## src/rtl/math_pow2_pipe.sv

```systemverilog
// math_pow2_pipe: pipelined base-2 antilog, dout = 2^din, unsigned fixed point in and out.
//
// Ports:
//   clk, rst_n           clock (rising edge) and asynchronous active-low reset
//   in_valid / in_ready  input handshake; in_ready = !out_valid | out_ready
//   din, in_tag          exponent (INT_W.FRAC_W) and sideband tag
//   out_valid/out_ready  output handshake
//   dout, out_ovf        result (OUT_INT_W.OUT_FRAC_W), saturation flag
//   out_tag              tag travelling with the sample
//
// Three register stages (S1 LUT/exponent, S2 shift, S3 scale/saturate), latency 3,
// throughput 1/cycle. The whole pipeline holds when the output is stalled.
//
// Build option: define MATH_POW2_ROUND_EN for round-half-up in S3 instead of truncation.
// Requires M_W < 59 (ROM is generated with 60 fraction bits of working precision).

module math_pow2_pipe #(
    parameter int unsigned INT_W      = 6,
    parameter int unsigned FRAC_W     = 6,
    parameter int unsigned M_W        = 23,
    parameter int unsigned OUT_INT_W  = 16,
    parameter int unsigned OUT_FRAC_W = 8,
    parameter int unsigned TAG_W      = 4
) (
    input  logic                              clk,
    input  logic                              rst_n,
    input  logic                              in_valid,
    output logic                              in_ready,
    input  logic [INT_W+FRAC_W-1:0]           din,
    input  logic [TAG_W-1:0]                  in_tag,
    output logic                              out_valid,
    input  logic                              out_ready,
    output logic [OUT_INT_W+OUT_FRAC_W-1:0]   dout,
    output logic                              out_ovf,
    output logic [TAG_W-1:0]                  out_tag
);

    localparam int unsigned D_W = OUT_INT_W + OUT_FRAC_W;
    localparam int unsigned P_W = M_W + OUT_INT_W + 1;
    localparam int unsigned S_W = P_W + 1;
    localparam int unsigned SH  = M_W - OUT_FRAC_W;
    localparam int unsigned Q   = 60;

`ifdef MATH_POW2_ROUND_EN
    localparam int unsigned RND_ADD = (SH > 0) ? (32'd1 << (SH - 1)) : 32'd0;
`else
    localparam int unsigned RND_ADD = 32'd0;
`endif

    // Square root of a Q.60 value, result in Q.60 (bit-by-bit integer sqrt).
    function automatic logic [127:0] isqrt_q(input logic [127:0] x);
        logic [127:0] n;
        logic [127:0] r;
        logic [127:0] t;
        n = x << Q;
        r = '0;
        for (int b = 62; b >= 0; b--) begin
            t = r | (128'd1 << b);
            if ((t * t) <= n) r = t;
        end
        return r;
    endfunction

    // ROM entry k = round((2^(k/2^FRAC_W) - 1) * 2^M_W), evaluated at elaboration.
    // 2^(k/2^F) is built as the product of 2^(2^-j) for each set bit of k.
    function automatic logic [M_W-1:0] lut_entry(input int unsigned k);
        logic [127:0] root;
        logic [127:0] acc;
        logic [127:0] ent;
        root = 128'd2 << Q;
        acc  = 128'd1 << Q;
        for (int j = 1; j <= int'(FRAC_W); j++) begin
            root = isqrt_q(root);
            if (k[FRAC_W-j]) acc = (acc * root) >> Q;
        end
        ent = (acc - (128'd1 << Q) + (128'd1 << (Q - 1 - M_W))) >> (Q - M_W);
        return ent[M_W-1:0];
    endfunction

    logic [M_W-1:0] w_lut [2**FRAC_W];

    for (genvar k = 0; k < 2**FRAC_W; k++) begin : g_lut
        localparam logic [M_W-1:0] ENTRY = lut_entry(k);
        assign w_lut[k] = ENTRY;
    end

    // Stage registers
    logic                 r_v1, r_v2, r_v3;
    logic [INT_W-1:0]     r_e1;
    logic [M_W:0]         r_m1;
    logic                 r_ovf1, r_ovf2, r_ovf3;
    logic [TAG_W-1:0]     r_tag1, r_tag2, r_tag3;
    logic [P_W-1:0]       r_p2;
    logic [D_W-1:0]       r_dout3;

    logic                 w_adv;
    logic [INT_W-1:0]     w_e;
    logic [FRAC_W-1:0]    w_frac;
    logic [M_W:0]         w_m;
    logic                 w_ovf;
    logic [P_W-1:0]       w_p;
    logic [S_W-1:0]       w_sum;
    logic [S_W-1:0]       w_q;
    logic                 w_carry;
    logic                 w_sat;
    logic [D_W-1:0]       w_dout;

    assign w_adv    = !r_v3 || out_ready;
    assign in_ready = w_adv;

    // S1: split exponent, look up mantissa with hidden one
    assign w_e    = din[INT_W+FRAC_W-1:FRAC_W];
    assign w_frac = din[FRAC_W-1:0];
    assign w_m    = {1'b1, w_lut[w_frac]};
    assign w_ovf  = (32'(w_e) >= OUT_INT_W);

    // S2: shift only for in-range exponents so the product never loses bits
    assign w_p = r_ovf1 ? P_W'(r_m1) : (P_W'(r_m1) << r_e1);

    // S3: optional rounding, rescale, saturate on range overflow or rounding carry
    assign w_sum   = {1'b0, r_p2} + S_W'(RND_ADD);
    assign w_q     = w_sum >> SH;
    assign w_carry = |w_q[S_W-1:D_W];
    assign w_sat   = r_ovf2 || w_carry;
    assign w_dout  = w_sat ? {D_W{1'b1}} : w_q[D_W-1:0];

    always_ff @(posedge clk or negedge rst_n) begin
        if (!rst_n) begin
            r_v1    <= 1'b0;
            r_v2    <= 1'b0;
            r_v3    <= 1'b0;
            r_e1    <= '0;
            r_m1    <= '0;
            r_ovf1  <= 1'b0;
            r_tag1  <= '0;
            r_p2    <= '0;
            r_ovf2  <= 1'b0;
            r_tag2  <= '0;
            r_dout3 <= '0;
            r_ovf3  <= 1'b0;
            r_tag3  <= '0;
        end else if (w_adv) begin
            // Valids always move; data registers only load real samples.
            r_v1 <= in_valid;
            if (in_valid) begin
                r_e1   <= w_e;
                r_m1   <= w_m;
                r_ovf1 <= w_ovf;
                r_tag1 <= in_tag;
            end
            r_v2 <= r_v1;
            if (r_v1) begin
                r_p2   <= w_p;
                r_ovf2 <= r_ovf1;
                r_tag2 <= r_tag1;
            end
            r_v3 <= r_v2;
            if (r_v2) begin
                r_dout3 <= w_dout;
                r_ovf3  <= w_sat;
                r_tag3  <= r_tag2;
            end
        end
    end

    assign out_valid = r_v3;
    assign dout      = r_dout3;
    assign out_ovf   = r_ovf3;
    assign out_tag   = r_tag3;

endmodule

```

## config.mk

```make
export PLATFORM = sky130hd
export DESIGN_NAME = math_pow2_pipe
export DESIGN_NICKNAME = d
export VERILOG_FILES = /design/src/rtl/math_pow2_pipe.sv
export SDC_FILE = /design/constraint.sdc
export NUM_CORES = 1
export LEC_CHECK = 0
export CORE_ASPECT_RATIO = 1.1
export CORE_MARGIN = 10
export CORE_UTILIZATION = 54
export CTS_CLUSTER_SIZE = 20
export DETAILED_ROUTE_END_ITERATION = 7
export GPL_TIMING_DRIVEN = 0
export PLACE_DENSITY = 0.81
export RECOVER_POWER = 100
export SLEW_MARGIN = 20
export SYNTH_ARGS = -nofsm -noshare
export SYNTH_HDL_FRONTEND = slang
export SYNTH_SLANG_ARGS = --single-unit
```

## constraint.sdc

```tcl
create_clock -name clk -period 2.29 [get_ports clk]
set_input_delay 0.3435 -clock clk [delete_from_list [all_inputs] [get_ports clk]]
set_output_delay 0.3435 -clock clk [all_outputs]
set_load 0.01 [all_outputs]
```

==> run_results.csv <==
group,metric,value,unit
logic_synthesis,syn_area,7147,um^2
job,cap_viol_max_count,0,
sta,setup_tns,-0.05616,ns
min_path,hold_depth,2,
sta,fin_skew,0.01426,ns
final_layout,num_antenna_cells,0,
clock_tree,cts.path.max_buffers,2,
placed_design,portBuffers,48,
logic_synthesis,netlist.area_leader.share,33.96,%
final_layout,layout.nets,848,
logic_synthesis,synthTopCellsByArea,"dfrtp_1, mux4_2, mux2_2, nand2_1, mux2i_1",
logic_synthesis,synth_enable_flop_cells,0,
final_layout,syn_to_final_growth,18.49,%
placed_design,dpl_worst_slack,-1.487,ns
routing,wire_per_inst,29.39,um
logic_synthesis,ys_ff_latch,97,
clock_tree,cts.sinks,97,
die,io_pins,51,
logic_synthesis,syn_inst,753,
global_route,grt_max_degree,60,
power,peakVddDrop,428.7,uV
global_route,grt_pass1_wl,43900,um
routing,route.met2.wl,14140,um
routing,drt_iter0_drc,1287,
clock_tree,clockRootBuffer,"clkbuf_16",
logic_synthesis,seq_area_frac_synth,33.96,%
global_route,grt_pass1_vias,7299,
sta,whs,0.4787,ns
die,coreArea,13100,um^2
clock_tree,htreeDepth,3,
min_path,worstHoldPathType,"reg -> reg",
worst_setup_path,start_kind,"input port",
sta,period_minus_slack,2.319,ns
sta,setup_viol,4,
clock_tree,clkTransAtPathRegs,0.07,ns
global_route,antenna_found_initial,0,
die,start_util,54.55,%
worst_setup_path,r2r_slack,-0.02,ns
sta,post-route-period-util,101.2,%
logic_synthesis,synth_top_flop_cell,"dfrtp_1",
worst_setup_path,crit_fanout,10,
routing,num_vias,7408,
sta,worst_slack,-0.02852,ns
final_layout,fin_area,8468,um^2
global_route,grt.overflow.total,0,
worst_setup_path,path_class,"in -> reg",
placed_design,dp_hpwl,21310,um
placed_design,dp.cells,963,
routing,top_layer,"met4",
final_layout,mostFrequentLayoutCell,"dfrtp_1",
final_layout,stdcell_count,981,
sta,max_slew_margin,34.22,%
routing,drc_errors,0,
final_layout,mostFrequentLayoutCells,"dfrtp_1, nand2_1, a21oi_1, o21ai_0, clkbuf_1",
logic_synthesis,avgSynthCellArea,9.491,um^2
routing,wl_met1,9330,um
logic_synthesis,yosys.area.top_type,"dfrtp_1",
clock_tree,insertion_delay,0.36,ns
routing,dr_wl_met3,2567,um
worst_setup_path,cp.required,2.57,ns
routing,wl,28840,um
status,violations,"setup timing",
sta,rsz0062_at_grt,"true",
global_route,grt_usage,31.44,%
min_path,hp-start,"r_v2$_DFFE_PN0N_",
logic_synthesis,async_reset_ff_share,100.0,%
worst_setup_path,ff2ff_path_depth,6,
placed_design,placed_area,7876,um^2
worst_setup_path,crit_path_end_kind,"flip-flop",
die,die_height,140.7,um
placed_design,place.gp.congestion,1.071,
power,p_per_area,1053,nW/um^2
logic_synthesis,yosys_warnings,0,
die,row_count,44,
logic_synthesis,synthDistinctLibCells,65,
logic_synthesis,synth_fp_nets,786,
clock_tree,cts_made_buffers,9,
worst_setup_path,timing.rr.start,"r_e1[0]$_DFFE_PN0P_",
routing,drt_first_pass_iters,6,
sta,slew_violations,0,
sta,worstMarginPinSlew,0.9867,ns
power,power_leakage,3.346,nW
clock_tree,tritoncts,"yes",
final_layout,drive_gt1_share,20.37,%
die,die_area,18240,um^2
die,dieWidth,129.7,um
sta,hold_viol,0,
routing,via_per_inst,7.551,
sta,fmax,0.4313,GHz
status,outcome,"complete, but fails checks",
routing,ant_nets,0,
worst_setup_path,crit_arrival,2.60,ns
worst_setup_path,cp-startpoint,"din[3]",
## routing by layer
metal	vias up	GRT usage, %
met2	664	54.21
met4	0	22.93
met1	3544	33.02
met3	229	6.564
met5	-	0
li1	2971	-
## what timing repair did
item                                    4_1_cts  5_1_grt
hold buffers                                  1        0
endpoints found under the setup margin       57       34
buffers inserted                              1        4
gates cloned                                  0        1
pin swaps                                     1        0
endpoints found under the hold margin        38        0
resized for setup                            47       49
## power by group
group,internal [mW],total (mW),switching [mW]
Clock,0.790,1.48,0.689
Combinational,2.09,4.51,2.42
Sequential,2.35,2.93,0.581
Total,5.23,8.92,3.69
## through the flow
stage	utilization, %	power [mW]
6_report	64.63	8.920
5_1_grt	64.63	9.294
4_1_cts	63.16	8.661
3_5_place_dp	60.11	7.107
3_3_place_gp	59.92	6.944
2_1_floorplan	-	5.415
## final cells by class
cell class,instances,area [um^2]
fillers,1062,4634
clock buffers,10,239.0
plain buffers,71,419.2
multi-input cells,569,4489
well taps,161,201.4
flip-flops and latches,97,2430
repair buffers,56,583.1
inverters,11,43.79
clock inverters,6,62.56
## final timing paths
path	end
worst max-delay path	r_m1[16]$_DFFE_PN0P_
worst min-delay path	out_valid$_DFFE_PN0N_
worst max register to register	r_p2[26]$_DFFE_PN0P_
worst min register to register	out_valid$_DFFE_PN0N_
max in group asynchronous	r_e1[2]$_DFFE_PN0P_
min in group asynchronous	r_p2[22]$_DFFE_PN0P_
## state kept, by name, summed over array words and instances, names as in the netlist
| name | cells |
|---|---|
| r_p2 | 25 |
| dout | 24 |
| r_m1 | 24 |
| r_e1 | 6 |
| out_tag | 4 |
| r_tag1 | 4 |
| r_tag2 | 4 |
| out_ovf | 1 |
| out_valid | 1 |
| r_ovf1 | 1 |
| r_ovf2 | 1 |
| r_v1 | 1 |
| r_v2 | 1 |
## synth_stat cells, types with 4 or more instances
master,n
a211oi_1,10
a21o_1,6
a21oi_1,40
a221oi_1,7
a22o_1,5
a22oi_1,5
a311oi_1,9
a31oi_1,7
a32o_1,4
and2_1,9
buf_2,12
clkbuf_1,57
dfrtp_1,97
ha_1,13
inv_1,9
mux2_1,4
mux2_2,35
mux2i_1,30
mux4_2,32
nand2_1,81
nand2b_1,16
nand3_1,17
nand3b_1,5
nor2_1,38
nor2b_1,17
nor3_1,10
o211ai_1,5
o21ai_0,33
o21ai_1,29
o221ai_1,8
o22a_1,24
o31ai_1,18
or3_1,4
## worst max-delay path, stage by stage
cell      delay, ns
buf_2          0.21
clkbuf_1       0.51
clkbuf_1       0.53
o21ai_1        0.25
a311oi_1       0.47
nor3_1         0.15
nor2_1         0.13
## cell families (layout without fill, tap and decap cells)
logic type,after synthesis,in the layout,synth area share (%)
compound gates,242,242,23.30
fa+ha+maj,14,14,2.416
buf+inv,87,154,5.270
flops,97,97,33.96
mux,103,103,21.17
simple gates,210,210,13.88
(Power assumes the default switching activity.)
